--- src/rtl/rshift_pkg.sv ---
// Shared constants and helpers for the serial capture path (rshift_capture and friends).
package rshift_pkg;

    localparam int DEFAULT_WIDTH = 8;

    function automatic int cnt_width(input int width);
        return $clog2(width);
    endfunction

endpackage

--- src/rtl/rshift_if.sv ---
// Serial input, output-buffer handshake and status bundle of the capture block.
interface rshift_if #(
    parameter int WIDTH = rshift_pkg::DEFAULT_WIDTH
) ();
    import rshift_pkg::*;

    localparam int CNT_W = cnt_width(WIDTH);

    logic             sin;
    logic             sin_valid;
    logic             abort;
    logic [WIDTH-1:0] data_out;
    logic             data_valid;
    logic             data_ready;
    logic [CNT_W-1:0] bit_cnt;
    logic             overrun;
    logic             clr_err;

    modport master (
        output sin, sin_valid, abort, data_ready, clr_err,
        input  data_out, data_valid, bit_cnt, overrun
    );

    modport slave (
        input  sin, sin_valid, abort, data_ready, clr_err,
        output data_out, data_valid, bit_cnt, overrun
    );

endinterface

--- src/rtl/rshift_core.sv ---
// Shift register and bit counter; flags the cycle in which a word completes and
// presents that word (the next shift-register value) alongside it.
module rshift_core #(
    parameter int WIDTH     = rshift_pkg::DEFAULT_WIDTH,
    parameter bit MSB_FIRST = 1'b1,
    parameter int CNT_W     = rshift_pkg::cnt_width(WIDTH)
) (
    input  logic             clk,
    input  logic             rst,
    input  logic             sin,
    input  logic             sin_valid,
    input  logic             abort,
    output logic [CNT_W-1:0] bit_cnt,
    output logic             complete,
    output logic [WIDTH-1:0] word
);
    import rshift_pkg::*;

    logic [WIDTH-1:0] sreg;
    logic [WIDTH-1:0] sreg_next;
    logic             last_bit;

    always_comb begin
        sreg_next = MSB_FIRST ? {sreg[WIDTH-2:0], sin} : {sin, sreg[WIDTH-1:1]};
        last_bit  = (bit_cnt == CNT_W'(WIDTH - 1));
        complete  = sin_valid && !abort && last_bit;
        word      = sreg_next;
    end

    // Abort takes priority over a bit arriving in the same cycle.
    always_ff @(posedge clk or posedge rst) begin
        if (rst) begin
            sreg    <= '0;
            bit_cnt <= '0;
        end else if (abort) begin
            sreg    <= '0;
            bit_cnt <= '0;
        end else if (sin_valid) begin
            sreg    <= sreg_next;
            bit_cnt <= last_bit ? '0 : bit_cnt + 1'b1;
        end
    end

endmodule

--- src/rtl/rshift_capture.sv ---
// Serial-in/parallel-out receiver: assembles words in rshift_core and hands them
// downstream through a one-entry valid/ready buffer with sticky overrun flag.
module rshift_capture #(
    parameter int WIDTH     = rshift_pkg::DEFAULT_WIDTH,
    parameter bit MSB_FIRST = 1'b1
) (
    input  logic     clk,
    input  logic     rst,
    rshift_if.slave  bus
);
    import rshift_pkg::*;

    localparam int CNT_W = cnt_width(WIDTH);

    logic [CNT_W-1:0] bit_cnt;
    logic             complete;
    logic [WIDTH-1:0] word;
    logic [WIDTH-1:0] data_out;
    logic             data_valid;
    logic             overrun;
    logic             buf_free;

    rshift_core #(
        .WIDTH     (WIDTH),
        .MSB_FIRST (MSB_FIRST),
        .CNT_W     (CNT_W)
    ) u_core (
        .clk       (clk),
        .rst       (rst),
        .sin       (bus.sin),
        .sin_valid (bus.sin_valid),
        .abort     (bus.abort),
        .bit_cnt   (bit_cnt),
        .complete  (complete),
        .word      (word)
    );

    // The buffer can take a new word if empty or being drained this very edge.
    assign buf_free = !data_valid || bus.data_ready;

    always_ff @(posedge clk or posedge rst) begin
        if (rst) begin
            data_out   <= '0;
            data_valid <= 1'b0;
            overrun    <= 1'b0;
        end else begin
            if (complete && buf_free) begin
                data_out   <= word;
                data_valid <= 1'b1;
            end else if (data_valid && bus.data_ready) begin
                data_valid <= 1'b0;
            end

            if (complete && !buf_free) begin
                overrun <= 1'b1;
            end else if (bus.clr_err) begin
                overrun <= 1'b0;
            end
        end
    end

    assign bus.data_out   = data_out;
    assign bus.data_valid = data_valid;
    assign bus.bit_cnt    = bit_cnt;
    assign bus.overrun    = overrun;

endmodule
--- src/flat_wrapper.sv ---
// flat-port wrapper written by rule: the top's interface ports become plain ports
module rshift_capture_flat import rshift_pkg::*;
#(
    parameter int WIDTH     = rshift_pkg::DEFAULT_WIDTH,
    parameter bit MSB_FIRST = 1'b1
)
  (clk, rst, bus_sin, bus_sin_valid, bus_abort, bus_data_ready, bus_clr_err, bus_data_out, bus_data_valid, bus_bit_cnt, bus_overrun);
  rshift_if #(.WIDTH(WIDTH)) bus_i ();
  input  logic clk;
  input  logic rst;
  input wire logic [$bits(bus_i.sin)-1:0] bus_sin;
  input wire logic [$bits(bus_i.sin_valid)-1:0] bus_sin_valid;
  input wire logic [$bits(bus_i.abort)-1:0] bus_abort;
  input wire logic [$bits(bus_i.data_ready)-1:0] bus_data_ready;
  input wire logic [$bits(bus_i.clr_err)-1:0] bus_clr_err;
  output wire logic [$bits(bus_i.data_out)-1:0] bus_data_out;
  output wire logic [$bits(bus_i.data_valid)-1:0] bus_data_valid;
  output wire logic [$bits(bus_i.bit_cnt)-1:0] bus_bit_cnt;
  output wire logic [$bits(bus_i.overrun)-1:0] bus_overrun;
  assign bus_i.sin = bus_sin;
  assign bus_i.sin_valid = bus_sin_valid;
  assign bus_i.abort = bus_abort;
  assign bus_i.data_ready = bus_data_ready;
  assign bus_i.clr_err = bus_clr_err;
  assign bus_data_out = bus_i.data_out;
  assign bus_data_valid = bus_i.data_valid;
  assign bus_bit_cnt = bus_i.bit_cnt;
  assign bus_overrun = bus_i.overrun;
  rshift_capture #(.WIDTH(WIDTH), .MSB_FIRST(MSB_FIRST)) u_core (.clk(clk), .rst(rst), .bus(bus_i));
endmodule
--- config.mk ---
export PLATFORM = sky130hd
export DESIGN_NAME = rshift_capture_flat
export DESIGN_NICKNAME = d
export VERILOG_FILES = /design/src/rtl/rshift_pkg.sv /design/src/rtl/rshift_if.sv /design/src/rtl/rshift_core.sv /design/src/rtl/rshift_capture.sv /design/src/flat_wrapper.sv
export SDC_FILE = /design/constraint.sdc
export NUM_CORES = 1
export LEC_CHECK = 0
export CELL_PAD_IN_SITES_DETAIL_PLACEMENT = 1
export CELL_PAD_IN_SITES_GLOBAL_PLACEMENT = 2
export CORE_MARGIN = 8
export CORE_UTILIZATION = 35
export DETAILED_ROUTE_END_ITERATION = 10
export PLACE_DENSITY_LB_ADDON = 0.2
export SLEW_MARGIN = 20
export SYNTH_ARGS = -nofsm -noshare
export SYNTH_HDL_FRONTEND = slang
export SYNTH_SLANG_ARGS = --single-unit
--- constraint.sdc ---
create_clock -name clk -period 3.33 [get_ports clk]
set_input_delay 0.333 -clock clk [delete_from_list [all_inputs] [get_ports clk]]
set_output_delay 0.333 -clock clk [all_outputs]
set_load 0.05 [all_outputs]
# Word level (Yosys, flattened, before mapping)
# Cells that the tools add are included.
# op_classes
mul	0
add_sub_neg	1
shift	0
reduce_logical	12
n_mux	9
n_div	0
bitwise_logic	0
magnitude_cmp	0
eq_ne	1
# ops
operator	n
2-to-1 mux 7 bit	2
2-to-1 mux 3 bit	3
nonzero test 2 bit	3
logical AND 1 bit	5
2-to-1 mux 1 bit	4
adder 3 x 1 -> 3 bit, second input constant	1
== test 3 bit, second input constant	1
zero test 1 bit	3
logical OR 1 bit	1
# totals
latch_bits	0
romBits	0
n_memories	0
mem_bits_rw	0
regBits	20

# Depth between registers and ports, before layout
# depth
depth_word	5
ltp_mapped	6
mapped_depth_nobuf	5

# By module
# A second synthesis with hierarchy kept.
# unflattened
cells_unflattened	64
hier_area_um2	865.8
# modules_own_cells
mod	n_inst	area_each_um2	cells_each
rshift_core	1	449.2	39
rshift_capture	1	416.6	25

# Least setup slack after synthesis
# No wires, ideal clock.
# synth_timing
kind	register to register
startpoint	reg u_core.u_core.bit_cnt[0]
endpoint	reg u_core.data_out[0] (netlist: u_core.bus.data_out[0])
n_path_buf	1
setup_slack_ns	1.483
path_stages_with_launch	7
arrival_time_ns	1.721
synth_period_minus_slack_ns	1.847
required_time_ns	3.205
path_cell_list	dfrtp_1 -> ha_1 -> ha_1 -> nand3b_4 -> nor2b_4 -> buf_6 -> mux2_4
# synth_between
elab_chain_len	3
# synth_lines
element	line_no	text
start: declaration	rshift_core.sv:13	output logic [CNT_W-1:0] bit_cnt,
start signal: assignment	rshift_core.sv:40	bit_cnt <= last_bit ? '0 : bit_cnt + 1'b1;
== test 3 bit	rshift_core.sv:25	last_bit = (bit_cnt == CNT_W'(WIDTH - 1));
logical AND 1 bit	rshift_core.sv:26	complete = sin_valid && !abort && last_bit;
logical AND 1 bit	rshift_capture.sv:47	if (complete && buf_free) begin
end signal: assignment	rshift_capture.sv:48	data_out <= word;
end: declaration	rshift_capture.sv:18	logic [WIDTH-1:0] data_out;
# Every way passes these cells.
# A chain may end at the register's enable or synchronous reset.

# Worst setup path after layout
# layout_timing
startpoint	reg u_core.u_core.bit_cnt[0]
endpoint	out bus_bit_cnt[0]
# layout_rtl
element	line_no	text
end: declaration	flat_wrapper.sv:18	output wire logic [$bits(bus_i.bit_cnt)-1:0] bus_bit_cnt;
# No word-level cell between the ends.

==> metrics.cfg <==
[outcome]
status = completed

[floorplanning]
start_util = 0.362
core_region_area_um2 = 2430
io_pins = 20
rows = 18
die_w_um = 66.1
die-area_um2 = 4370
chipHeight_um = 66.1

[cts]
clock-sinks = 20
root_buffer = clkbuf_4
htreeDepth = 1
cts_tree = done
hold_buffers = 0
post_cts_buffers = 0
numCtsBuffers = 3
clkTransAtPathRegs_ns = 0.11
ctsResizeCount = 0
clockBufferDepth = 2
clkLatencyLatePin_ns = 0.29

[place]
hpwl_um = 1160
globalplace.congestion = 0.666
port_buffers = 19

[logic_synthesis]
synth-async-reset-ratio = 1.00
syn-num-nets = 71
synth_seq_area_share = 0.569
ys.warnings.count = 0
synthCells = 62
syn-mean-instance-area_um2 = 14.2
netlist_area_um2 = 880
synth.distinct_cells = 17
synth_edf_count = 0
ys_seq_elements = 20
synth_top_area_frac = 0.569
synth_flop_cell = dfrtp_1
yosys.area.top_type = dfrtp_1
netlist_top_cells_area = dfrtp_1 (57%), mux2_4 (14%), mux2i_1 (10%)

[worst_setup_path]
slowest_stage = clkdlybuf4s50_1
critPathBufInv = 1
arrival_ns = 1.52
cp_max_fo = 4
startpoint_type = flop
crit_path_max_incr_delay_ns = 0.82
worst-setup-path-type = reg2out
critical_path_required_ns = 3.00
endpoint_kind = primary output
critical_path.top_delay_family = buffers and inverters
path_cells = clkdlybuf4s50_1

[finish]
synthToLayoutAreaGrowth_pct = 26.7
fillers = 268
drive_above_1_share = 0.183
layout_commonest_cell = dfrtp_1
nNetsFinal = 93
n_antenna_cell = 0
mostFrequentLayoutCells = dfrtp_1 (20), clkdlybuf4s50_1 (19), nor2_1 (10), mux2i_1 (9), mux2_4 (8)
multi_input_area_um2 = 349
area.sequential_um2 = 500

[power]
p_per_area_nw_per_um2 = 360
peakVddDrop_v = 0.000182
share_comb_of_total_power = 0.100
pwr-share-seq = 0.621
p_leak_nw = 0.559
p_clk_frac = 0.279
p_int_mw = 0.306
switching_share = 0.239
power_switching_mw = 0.0960

[global_routing]
grt-ovfl-total = 0
grt.total_usage = 0.0798
grt_max_degree = 21
grt_pass1_wl_um = 2680
grt_pass1_vias = 540
grt_antenna_before_repair = 0

[timing]
finalHoldViolCount = 0
slew_headroom = 0.508
fin_hold_ws_ns = 0.457
tightest_slew_ns = 0.738
period_needed_ns = 1.85
setup_viol = 0
post-route-period-util = 0.556
fmax_mhz = 540
fin_skew_ns = 0.00132
rsz0062_at_grt = no
fin_tns_setup_ns = 0
drv_slew = 0

[run]
cap_viol_max_count = 0

[worst_hold_path]
hold_class = in2async

[routing]
drt_pass1_iterations = 2
vias = 526
ant_nets = 0
post-route-drc-count = 0
avgRoutedWirePerCell_um = 14.3
finalWirelength_um = 1610
drt_iter0_drc = 8
vias_per_cell = 4.70

-- cells in the mapped netlist (2+ instances only) --
library cell	count
mux2_4	8
dfrtp_1	20
ha_1	2
inv_1	2
nor2_1	10
mux2i_1	9
-- cells by family after synthesis --
family	after synthesis	share of synthesized area
flops	20	0.569
mux	17	0.239
simple gates	16	0.117
buf+inv	5	0.0341
compound gates	2	0.0128
fa+ha+maj	2	0.0284
-- power by group through the flow --
stage	Sequential, mW	Combinational (mW)	Clock (mW)
finish	0.249	0.0402	0.112
global route	0.250	0.0433	0.124
CTS	0.250	0.0415	0.118
detailed placement	0.254	0.0412	0
global placement	0.254	0.0409	0
floorplan	0.261	0.0173	0
-- metal layers --
| layer | track usage | vias up | wire length (µm) |
|---|---|---|---|
| met5 | 0 | - | 0 |
| met1 | 0.102 | 261 | 744 |
| li1 | - | 248 | - |
| met2 | 0.106 | 13 | 713 |
| met3 | 0.0356 | 4 | 132 |
| met4 | 0.0480 | 0 | 16 |
-- state kept, by name, indices dropped and copies added, names as in the netlist --
signal and count:
u_core.u_core.bit_cnt 3, u_core.u_core.sreg 7, u_core.bus.data_valid 1, u_core.bus.overrun 1, u_core.bus.data_out 8
-- area by class of cell --
type / instances / share of cell area
Clock buffer: 3 / 0.0202
Timing Repair Buffer: 20 / 0.177
Sequential cell: 20 / 0.449
Tap cell: 30 / 0.0337
Inverter: 2 / 0.00673
Multi-Input combinational cell: 37 / 0.313
-- final timing paths --
kind	start	depth (start not counted)	end	slack [ns]
max	u_core.u_core.bit_cnt[0]$_DFFE_PP0P_	1	bus_bit_cnt[0]	1.48
min in group clk	u_core.u_core.sreg[6]$_DFFE_PP0P_	1	u_core.bus.data_out[7]$_DFFE_PP0P_	0.52
max in group asynchronous	rst	2	u_core.bus.data_out[3]$_DFFE_PP0P_	2.41
max reg2reg	u_core.u_core.bit_cnt[0]$_DFFE_PP0P_	5	u_core.bus.data_out[6]$_DFFE_PP0P_	1.64
min	rst	2	u_core.bus.data_out[7]$_DFFE_PP0P_	0.46
min reg2reg	u_core.u_core.sreg[6]$_DFFE_PP0P_	1	u_core.bus.data_out[7]$_DFFE_PP0P_	0.52
-- through the flow --
stage                     instance area [µm²]  cells  worst slack (ns)  utilization  power, mW
final                                    1110    112              1.48        0.458      0.402
after floorplan                           880     62              1.48            -      0.278
after CTS                                1110    112              1.45        0.458      0.410
after global routing                     1110    112              1.42        0.458      0.417
after detailed placement                 1090    109              1.29        0.449      0.295
after global placement                   1090    109              1.31        0.449      0.295
Note: power is estimated with default switching activity, not from simulation.
